[src/rtl/tt_pkg.sv]
// tt_pkg: grid constants, cursor FSM states, button bit positions and the wrapping next-cell step
package tt_pkg;
  localparam int NUM_CELLS = 9;
  localparam int ROW_W = 3;
  localparam int POS_W = 4;
  localparam int B_RIGHT = 0;
  localparam int B_LEFT = 1;
  localparam int B_DOWN = 2;
  localparam int B_UP = 3;
  localparam int B_SEL = 4;
  typedef enum logic [1:0] {IDLE, READY, SEEK, FULL} cursor_state_e;
  typedef enum logic [1:0] {DIR_RIGHT, DIR_LEFT, DIR_DOWN, DIR_UP} dir_e;
  function automatic logic [POS_W-1:0] next_cell(input logic [POS_W-1:0] p, input dir_e d);
    logic [POS_W:0] s;
    s = {1'b0, p} + (d == DIR_RIGHT ? (POS_W+1)'(1) :
                     d == DIR_LEFT  ? (POS_W+1)'(NUM_CELLS - 1) :
                     d == DIR_DOWN  ? (POS_W+1)'(ROW_W) :
                                      (POS_W+1)'(NUM_CELLS - ROW_W));
    return POS_W'(s >= (POS_W+1)'(NUM_CELLS) ? s - (POS_W+1)'(NUM_CELLS) : s);
  endfunction
endpackage

[src/rtl/btn_edge.sv]
// btn_edge: registers 5 button levels and flags rising edges; in: clk, rst_n, btn[4:0]; out: rise[4:0]
module btn_edge (
  input  logic       clk,
  input  logic       rst_n,
  input  logic [4:0] btn,
  output logic [4:0] rise
);
  logic [4:0] prev_q, prev_d;
  always_comb prev_d = btn;
  always_ff @(posedge clk) begin
    if (!rst_n) prev_q <= '0;
    else prev_q <= prev_d;
  end
  assign rise = btn & ~prev_q;
endmodule

[src/rtl/cursor_enc.sv]
// cursor_enc: 3x3 cursor with select/place strobe and free-cell seek; in: clk, rst_n, game_active, btn_up/down/left/right/sel, occupied[8:0]; out: pos[3:0], place_en, reject, board_full, busy
module cursor_enc
  import tt_pkg::*;
#(
  parameter int unsigned START_POS = 4,
  parameter bit          SEL_PRIO  = 1'b1
) (
  input  logic             clk,
  input  logic             rst_n,
  input  logic             game_active,
  input  logic             btn_up,
  input  logic             btn_down,
  input  logic             btn_left,
  input  logic             btn_right,
  input  logic             btn_sel,
  input  logic [8:0]       occupied,
  output logic [POS_W-1:0] pos,
  output logic             place_en,
  output logic             reject,
  output logic             board_full,
  output logic             busy
);
  localparam logic [POS_W-1:0] START = POS_W'(START_POS);
  cursor_state_e state_q, state_d;
  logic [POS_W-1:0] pos_q, pos_d, placed_q, placed_d, cand;
  logic [2:0] cnt_q, cnt_d;
  logic place_en_q, place_en_d, reject_q, reject_d;
  logic [4:0] rise;
  logic sel_win, mv, cand_free;
  dir_e mv_dir;
  btn_edge u_edge (
    .clk  (clk),
    .rst_n(rst_n),
    .btn  ({btn_sel, btn_up, btn_down, btn_left, btn_right}),
    .rise (rise)
  );
  assign sel_win = rise[B_SEL] && (SEL_PRIO || rise[3:0] == 4'b0);
  assign mv = |rise[3:0] && !sel_win;
  assign mv_dir = rise[B_UP] ? DIR_UP : rise[B_DOWN] ? DIR_DOWN : rise[B_LEFT] ? DIR_LEFT : DIR_RIGHT;
  assign cand = next_cell(pos_q, DIR_RIGHT);
  // occupied lags the strobe by a cycle, so the just-placed cell is masked here
  assign cand_free = !occupied[cand] && cand != placed_q;
  always_comb begin
    state_d = state_q;
    pos_d = pos_q;
    placed_d = placed_q;
    cnt_d = cnt_q;
    place_en_d = 1'b0;
    reject_d = 1'b0;
    if (!game_active) begin
      state_d = IDLE;
      pos_d = START;
    end else begin
      case (state_q)
        IDLE: state_d = READY;
        READY: begin
          if (sel_win && occupied[pos_q]) reject_d = 1'b1;
          else if (sel_win) begin
            place_en_d = 1'b1;
            placed_d = pos_q;
            cnt_d = '0;
            state_d = SEEK;
          end else if (mv) pos_d = next_cell(pos_q, mv_dir);
        end
        SEEK: begin
          cnt_d = cnt_q + 3'd1;
          pos_d = cand;
          if (cand_free) state_d = READY;
          else if (cnt_q == 3'd7) begin
            state_d = FULL;
            pos_d = placed_q;
          end
        end
        FULL: state_d = FULL;
      endcase
    end
  end
  always_ff @(posedge clk) begin
    if (!rst_n) begin
      state_q <= IDLE;
      pos_q <= START;
      placed_q <= '0;
      cnt_q <= '0;
      place_en_q <= 1'b0;
      reject_q <= 1'b0;
    end else begin
      state_q <= state_d;
      pos_q <= pos_d;
      placed_q <= placed_d;
      cnt_q <= cnt_d;
      place_en_q <= place_en_d;
      reject_q <= reject_d;
    end
  end
  assign pos = pos_q;
  assign place_en = place_en_q;
  assign reject = reject_q;
  assign board_full = state_q == FULL;
  assign busy = state_q == SEEK;
endmodule

[config.mk]
export PLATFORM = sky130hd
export DESIGN_NAME = cursor_enc
export DESIGN_NICKNAME = d
export VERILOG_FILES = /design/src/rtl/tt_pkg.sv /design/src/rtl/btn_edge.sv /design/src/rtl/cursor_enc.sv
export SDC_FILE = /design/constraint.sdc
export NUM_CORES = 1
export LEC_CHECK = 0
export ABC_CLOCK_PERIOD_IN_PS = 4850
export BUFFER_PORTS_ARGS = -buffer_cell sky130_fd_sc_hd__buf_2
export CAP_MARGIN = 10
export CORE_MARGIN = 3
export CORE_UTILIZATION = 46
export DETAILED_ROUTE_END_ITERATION = 6
export PLACE_DENSITY = 0.72
export SLEW_MARGIN = 5
export SYNTH_ARGS = -nofsm -noshare
export SYNTH_HDL_FRONTEND = slang
export SYNTH_HIERARCHICAL = 1
export SYNTH_SLANG_ARGS = --single-unit
[constraint.sdc]
create_clock -name clk -period 4.85 [get_ports clk]
set_input_delay 0.2425 -clock clk [delete_from_list [all_inputs] [get_ports clk]]
set_output_delay 0.2425 -clock clk [all_outputs]
set_load 0.02 [all_outputs]
==> impl_metrics.py, run 1 <==
metrics = {
    "drt": {
        "first_pass_iters": 4,
        "vias": 1586,
        "drt_iter0_markers": 121,
        "drt-wirelength-per-cell_um": 13.5,
        "via_per_inst": 5.77,
        "drc": 0,
        "antenna_left": 0,
        "finalWirelength_mm": 3.72,
    },
    "power": {
        "power_density_mw_per_mm2": 200,
        "peakVddDrop_v": 0.000195,
        "p_leak_uw": 0.000830,
    },
    "timing": {
        "slew_headroom_pct": 42.9,
        "max_freq_mhz": 333,
        "setup_total_negative_slack_ns": 0,
        "hold_viol_final": 0,
        "worst_slew_pin_slew_ns": 0.849,
        "rsz0062_at_grt": "no",
        "fin_skew_ns": 0.00706,
        "slew_viol_final": 0,
        "fin_crit_ns": 3.01,
        "setup_viol": 0,
        "finalCritPeriodShare_pct": 62.0,
    },
    "yosys": {
        "ys_seq_elements": 20,
        "synth_edf_count": 0,
        "synth.net_count": 235,
        "postSynthCellCount": 207,
        "synthArstFlopShare_pct": 0,
        "synth_ff_type": "dfxtp_1",
        "ys_types": 56,
        "avgSynthCellArea_sq_um": 8.34,
        "synth_area_sq_mm": 0.00173,
        "ys_seq_area_share_pct": 23.2,
        "ys_warn_count": 6,
    },
    "clock_tree": {
        "post_cts_buffers": 0,
        "cts_hold_buf": 0,
        "htreeDepth": 1,
        "insertion_delay_ns": 0.26,
        "cts_tree": "done",
        "ctsResizeCount": 0,
        "cts.sinks": 20,
        "cts_buffer_depth": 2,
        "clk_pin_slew_ns": 0.08,
        "cts_root_buf": "clkbuf_8",
        "cts-buffers-inserted": 3,
    },
    "floorplanning": {
        "die_x_um": 67.3,
        "pin_count": 25,
        "coreArea_sq_mm": 0.00347,
        "floorplan.initialDensity_pct": 49.8,
        "die_area_sq_mm": 0.00452,
        "die_height_um": 67.3,
        "fp-row-count": 21,
    },
    "critical_path": {
        "rr_worst_depth": 10,
        "crit_path_start_kind": "flip-flop",
        "arrival_ns": 3.12,
        "crit_path_max_incr_delay_ns": 0.53,
        "crit_required_ns": 4.96,
        "endpoint_kind": "flip-flop",
        "critPathTopFamily": "simple AND/OR/NAND/NOR gates",
        "crit_type": "reg2reg",
        "cp_max_fo": 12,
        "r2r-start": "pos[0]$_SDFFE_PN0P_",
        "timing.rr.end": "pos[0]$_SDFFE_PN0P_",
        "cpMaxStageDelayCell": "or4b_1",
        "r2r_slack_ns": 1.84,
        "path_cells": "inv_1 -> ha_1 -> or4b_1 -> o211ai_1 -> and3_1 -> xnor2_1 -> nand4_2 -> a41oi_4 -> mux2i_1 -> a21oi_1",
        "path_buf_inv": 1,
    },
    "global_routing": {
        "grt_pass1_vias": 1430,
        "grt_pass1_wl_mm": 6.33,
        "antenna_found_initial": 0,
        "grt_util_all_layers_pct": 18.0,
        "gr-total-overflow": 0,
        "grt_start_max_net_pins": 25,
    },
    "cells_and_area": {
        "design_area_sq_mm": 0.00193,
        "syn2layout_area_growth_pct": 11.6,
        "antenna_cells": 0,
        "seqCellArea_sq_um": 400,
        "multi_input_area_sq_mm": 0.00124,
        "n_fill_cell": 337,
        "final_util_pct": 55.6,
        "nNetsFinal": 258,
        "drive_above_1_share_pct": 18.3,
    },
    "hold_path": {
        "hold_end": "u_edge/prev_q[4]$_SDFF_PN0_",
        "holdCritStartpoint": "btn_sel",
        "holdPathStages": 2,
        "min-delay-path-class": "in2reg",
    },
    "status": {
        "status": "completed",
    },
    "place": {
        "post-dp-hpwl_mm": 2.84,
        "place.gp.congestion": 0.830,
        "placed_area_sq_mm": 0.00187,
        "port_buffers": 24,
    },
    "flow_run": {
        "cap_violations": 0,
    },
}
area by class of cell:
| cell class | instances | area share (%) |
|---|---|---|
| inverters | 9 | 1.75 |
| multi-input cells | 170 | 64.6 |
| flip-flops and latches | 20 | 20.8 |
| repair buffers | 26 | 7.01 |
| well taps | 46 | 2.99 |
| clock buffers | 4 | 2.86 |
cell families after synthesis:
logic type,count (synthesis),synth area share [%]
multiplexers,7,5.51
XOR/XNOR,10,5.87
AND/OR/NAND/NOR,86,28.3
buffers and inverters,17,4.71
adder cells (fa/ha/maj),11,8.41
flip-flops,20,23.2
AO/OA/AOI/OAI,56,24.0
cells in the final DEF, fill, tap and decap left out, types with 2 or more instances in the layout:
cell type,n
xor2_1,5
nand3b_1,2
o21ai_0,8
a32oi_1,2
nand3_1,7
clkbuf_8,4
nor2b_1,9
xnor2_1,4
and3b_1,2
buf_4,2
nand4_1,7
nand2_1,18
and2_1,9
a21oi_1,14
a22oi_1,2
nor2_1,15
dfxtp_1,20
a21o_1,3
buf_2,24
and3_1,3
a311oi_1,4
inv_1,9
nor3_1,2
nand2b_1,2
o211ai_1,5
a31oi_1,2
ha_1,10
mux2i_1,5
mux4_2,2
o21ai_1,3
flip-flops by register name (all words and copies together) (netlist names):
name           count
u_edge/prev_q      5
placed_q           4
pos                4
cnt_q              3
state_q            2
place_en           1
reject             1
metal layers:
metal  part of all wire (%)  up-vias  global-route usage, %
li1                       -      809                      -
met3                    4.3        8                   2.50
met2                     45       37                   28.7
met4                    1.9        0                   7.59
met1                     49      732                   24.4
met5                      0        -                      0
power by group:
group          internal (uW)  leakage, uW  switching (uW)  total (uW)
registers                168     0.000163            4.14         173
clock network           72.3    0.0000288            54.2         126
logic                   36.5     0.000638            50.3        86.7
total                    277     0.000830             109         386
worst register-to-register path: stages, from the launching register on:
cell,delay (ns)
dfxtp_1,0.34
inv_1,0.15
ha_1,0.47
or4b_1,0.53
o211ai_1,0.12
and3_1,0.30
xnor2_1,0.16
nand4_2,0.18
a41oi_4,0.32
mux2i_1,0.21
a21oi_1,0.08
worst max path at each step:
stage,depth (start not counted),endpoint,start
4_1_cts,10,pos[0]$_SDFFE_PN0P_,pos[0]$_SDFFE_PN0P_
3_3_place_gp,10,pos[0]$_SDFFE_PN0P_,pos[0]$_SDFFE_PN0P_
6_report,10,pos[0]$_SDFFE_PN0P_,pos[0]$_SDFFE_PN0P_
5_1_grt,10,pos[0]$_SDFFE_PN0P_,pos[0]$_SDFFE_PN0P_
2_1_floorplan,12,pos[0]$_SDFFE_PN0P_,pos[1]$_SDFFE_PN0P_
3_5_place_dp,10,pos[0]$_SDFFE_PN0P_,pos[0]$_SDFFE_PN0P_
cells in the mapped netlist, types with 7 or more instances:
library cell	count	share of area [%]
nor2b_1	9	3.3
nand2_1	18	3.9
o21ai_0	8	2.3
nand4_1	7	2.5
and2_1	9	3.3
nor2_1	15	3.3
nand3_1	7	2.0
a21oi_1	14	4.1
inv_1	9	2.0
dfxtp_1	20	23
ha_1	10	7.2
stage by stage:
step	setup slack (ns)	std cells	hold slack, ns	total power, uW
after CTS	1.88	275	0.188	390
after detailed placement	1.89	271	0.462	263
after global placement	1.97	271	0.455	262
final	1.84	275	0.197	386
after global routing	1.61	275	0.203	408
after floorplan	1.73	207	0.364	239
(Power assumes the default switching activity.)
==> inputs of run 2 (changes only) <==
ABC_AREA = 1   (was default)
ABC_CLOCK_PERIOD_IN_PS = 2800   (was 4850)
PLACE_DENSITY = 0.73   (was 0.72)
clock period = 2.8 ns   (was 4.85 ns; I/O delays follow)
==> run 2 against run 1 <==
  * Clock power rose by 130%
  * Combinational power grew 140%
  * Register-to-register slack worse by 1.5 ns
  * Design area up 2.2%
  * Die area decreased by 1.5%
  * Critical path depth is 6 higher
  * Global-route usage grew 0.37 points
  * Final cell count rose by 26%
  * Largest cell class unchanged
==> impl_metrics.py, run 2 <==
metrics = {
    "status": {
        "status": "completed",
    },
    "power": {
        "p_leak_uw": 0.00104,
        "power_density_mw_per_mm2": 408,
        "peakVddDrop_v": 0.000364,
    },
    "cells_and_area": {
        "n_fill_cell": 370,
        "final_cell_mix": "nand2_1, inv_1, nand3_1, buf_2, o21ai_0",
        "multi_input_area_sq_mm": 0.00112,
        "largest-register": "u_edge/prev_q",
        "largest_reg_flops": 5,
        "syn2layout_area_growth_pct": 16.0,
        "antenna_cells": 0,
        "drive_above_1_share_pct": 20.6,
        "seqCellArea_sq_um": 402,
        "nNetsFinal": 330,
        "layout_commonest_cell": "nand2_1",
    },
    "drt": {
        "drc": 0,
        "via_per_inst": 5.03,
        "vias": 1747,
        "drt-wirelength-per-cell_um": 10.8,
        "antenna_left": 0,
        "finalWirelength_mm": 3.76,
        "first_pass_iters": 4,
        "drt_iter0_markers": 92,
    },
    "yosys": {
        "ys_top_cells_by_count": "nand2_1, inv_1, o21ai_0, nand3_1, dfxtp_1",
        "synth_top_area_share_pct": 23.6,
        "synthArstFlopShare_pct": 0,
        "yosysMostFrequentCell": "nand2_1",
        "synth_edf_count": 0,
        "synthTopCellsByArea": "dfxtp_1, nand2_1, inv_1",
        "ys_types": 29,
        "synth.net_count": 301,
        "synth_ff_type": "dfxtp_1",
        "synth_area_leader_cell": "dfxtp_1",
        "postSynthCellCount": 273,
        "ys_seq_elements": 20,
        "synth_area_sq_mm": 0.00170,
        "avgSynthCellArea_sq_um": 6.22,
        "ys_warn_count": 6,
        "ys_seq_area_share_pct": 23.6,
    },
    "floorplanning": {
        "die_height_um": 66.8,
        "die_area_sq_mm": 0.00446,
        "die_x_um": 66.8,
        "coreArea_sq_mm": 0.00344,
        "pin_count": 25,
        "floorplan.initialDensity_pct": 49.3,
        "fp-row-count": 21,
    },
    "clock_tree": {
        "cts.sinks": 20,
        "insertion_delay_ns": 0.27,
        "cts_buffer_depth": 2,
        "clk_pin_slew_ns": 0.08,
        "htreeDepth": 1,
        "ctsResizeCount": 0,
        "cts-buffers-inserted": 3,
        "cts_root_buf": "clkbuf_8",
        "post_cts_buffers": 0,
        "cts_hold_buf": 0,
        "cts_tree": "done",
    },
    "timing": {
        "rsz0062_at_grt": "no",
        "hold_viol_final": 0,
        "fin_crit_ns": 2.50,
        "slew_headroom_pct": 48.6,
        "max_freq_mhz": 400,
        "finalCritPeriodShare_pct": 89.3,
        "fin_skew_ns": 0.0129,
        "worst_slew_pin_slew_ns": 0.761,
        "setup_viol": 0,
        "setup_total_negative_slack_ns": 0,
        "slew_viol_final": 0,
        "fin_ws_ns": 0.300,
    },
    "place": {
        "post-dp-hpwl_mm": 2.94,
        "port_buffers": 24,
        "post-place-ws_ns": 0.205,
        "place.gp.congestion": 0.836,
    },
    "global_routing": {
        "grt_pass1_vias": 1472,
        "gr-total-overflow": 0,
        "grt_util_all_layers_pct": 18.4,
        "antenna_found_initial": 0,
        "grt_pass1_wl_mm": 6.51,
        "grt_start_max_net_pins": 13,
    },
    "critical_path": {
        "r2r_slack_ns": 0.30,
        "crit_path_start_kind": "flip-flop",
        "cp_max_fo": 5,
        "r2r-start": "u_edge/prev_q[1]$_SDFF_PN0_",
        "crit_path_end": "pos[0]$_SDFFE_PN0P_",
        "crit_required_ns": 3.01,
        "crit_path_max_incr_delay_ns": 0.38,
        "startpoint": "u_edge/prev_q[1]$_SDFF_PN0_",
        "arrival_ns": 2.71,
        "rr_worst_depth": 16,
        "crit_type": "reg2reg",
        "path_cells": "nor2_2 -> inv_1 -> nor2_1 -> nor2_1 -> ha_1 -> fa_1 -> or2_2 -> a21oi_1 -> nand2_1 -> o21ai_2 -> nand2_2 -> a21oi_1 -> o21ai_0 -> nand2_1 -> a21oi_1 -> nor2_1",
        "endpoint_kind": "flip-flop",
        "cpMaxStageDelayCell": "fa_1",
        "timing.rr.end": "pos[0]$_SDFFE_PN0P_",
    },
    "hold_path": {
        "min-delay-path-class": "in2reg",
    },
    "flow_run": {
        "cap_violations": 0,
    },
}
-- run 2: how the worst min path moves through the flow --
stage	from	slack [ns]	end	cells after the start
CTS	btn_left	0.07	u_edge/prev_q[1]$_SDFF_PN0_	3
global placement	btn_left	0.33	u_edge/prev_q[1]$_SDFF_PN0_	3
detailed placement	btn_left	0.34	u_edge/prev_q[1]$_SDFF_PN0_	3
global route	btn_down	0.08	u_edge/prev_q[2]$_SDFF_PN0_	3
floorplan	btn_right	0.23	u_edge/prev_q[0]$_SDFF_PN0_	2
finish	btn_sel	0.07	u_edge/prev_q[4]$_SDFF_PN0_	3
-- run 2: metrics by stage --
stage / instance area, sq um / utilization, % / cells / total power [uW] / hold slack [ns]
2_1_floorplan: 1700 / - / 273 / 456 / 0.233
3_3_place_gp: 1880 / 54.7 / 343 / 505 / 0.329
3_5_place_dp: 1880 / 54.7 / 343 / 507 / 0.337
4_1_cts: 1960 / 56.8 / 347 / 796 / 0.0699
5_1_grt: 1970 / 57.2 / 347 / 853 / 0.0777
6_report: 1970 / 57.2 / 347 / 804 / 0.0720
-- run 2: critical path, delay by kind of cell, from the launching register on --
family                     cells  cell delay (ns)
DFF                            1             0.31
AOI/OAI and AO/OA              5             0.59
and+or+nand+nor                8             0.91
buffers and inverters          1             0.06
adders and majority gates      2             0.59
-- run 2: layer usage --
metal / up-vias / part of all wire [%] / GRT usage, %
li1: 937 / - / -
met4: 0 / 0.56 / 2.54
met2: 37 / 47 / 30.8
met3: 4 / 5.2 / 3.54
met5: - / 0 / 0
met1: 769 / 47 / 24.9
-- run 2: power by group --
group | switching (uW) | internal (uW)
clock network | 102 | 191
registers | 7.18 | 293
logic | 135 | 75.5
-- run 2: cell type report --
class | count | area share, %
Clock buffer | 3 | 2.10
Clock inverter | 1 | 1.52
Inverter | 47 | 8.96
Multi-Input combinational cell | 203 | 56.9
Sequential cell | 20 | 20.4
Tap cell | 46 | 2.92
Timing Repair Buffer | 27 | 7.24
-- run 2: cell families (layout without fill, tap and decap cells) --
logic type | after synthesis | after routing | share of synthesized area, %
and+or+nand+nor | 138 | 138 | 38.9
adders and majority gates | 11 | 11 | 8.55
buffers and inverters | 50 | 78 | 11.2
AOI/OAI and AO/OA | 52 | 52 | 16.7
xor gates and xnor gates | 2 | 2 | 1.03
DFF | 20 | 20 | 23.6
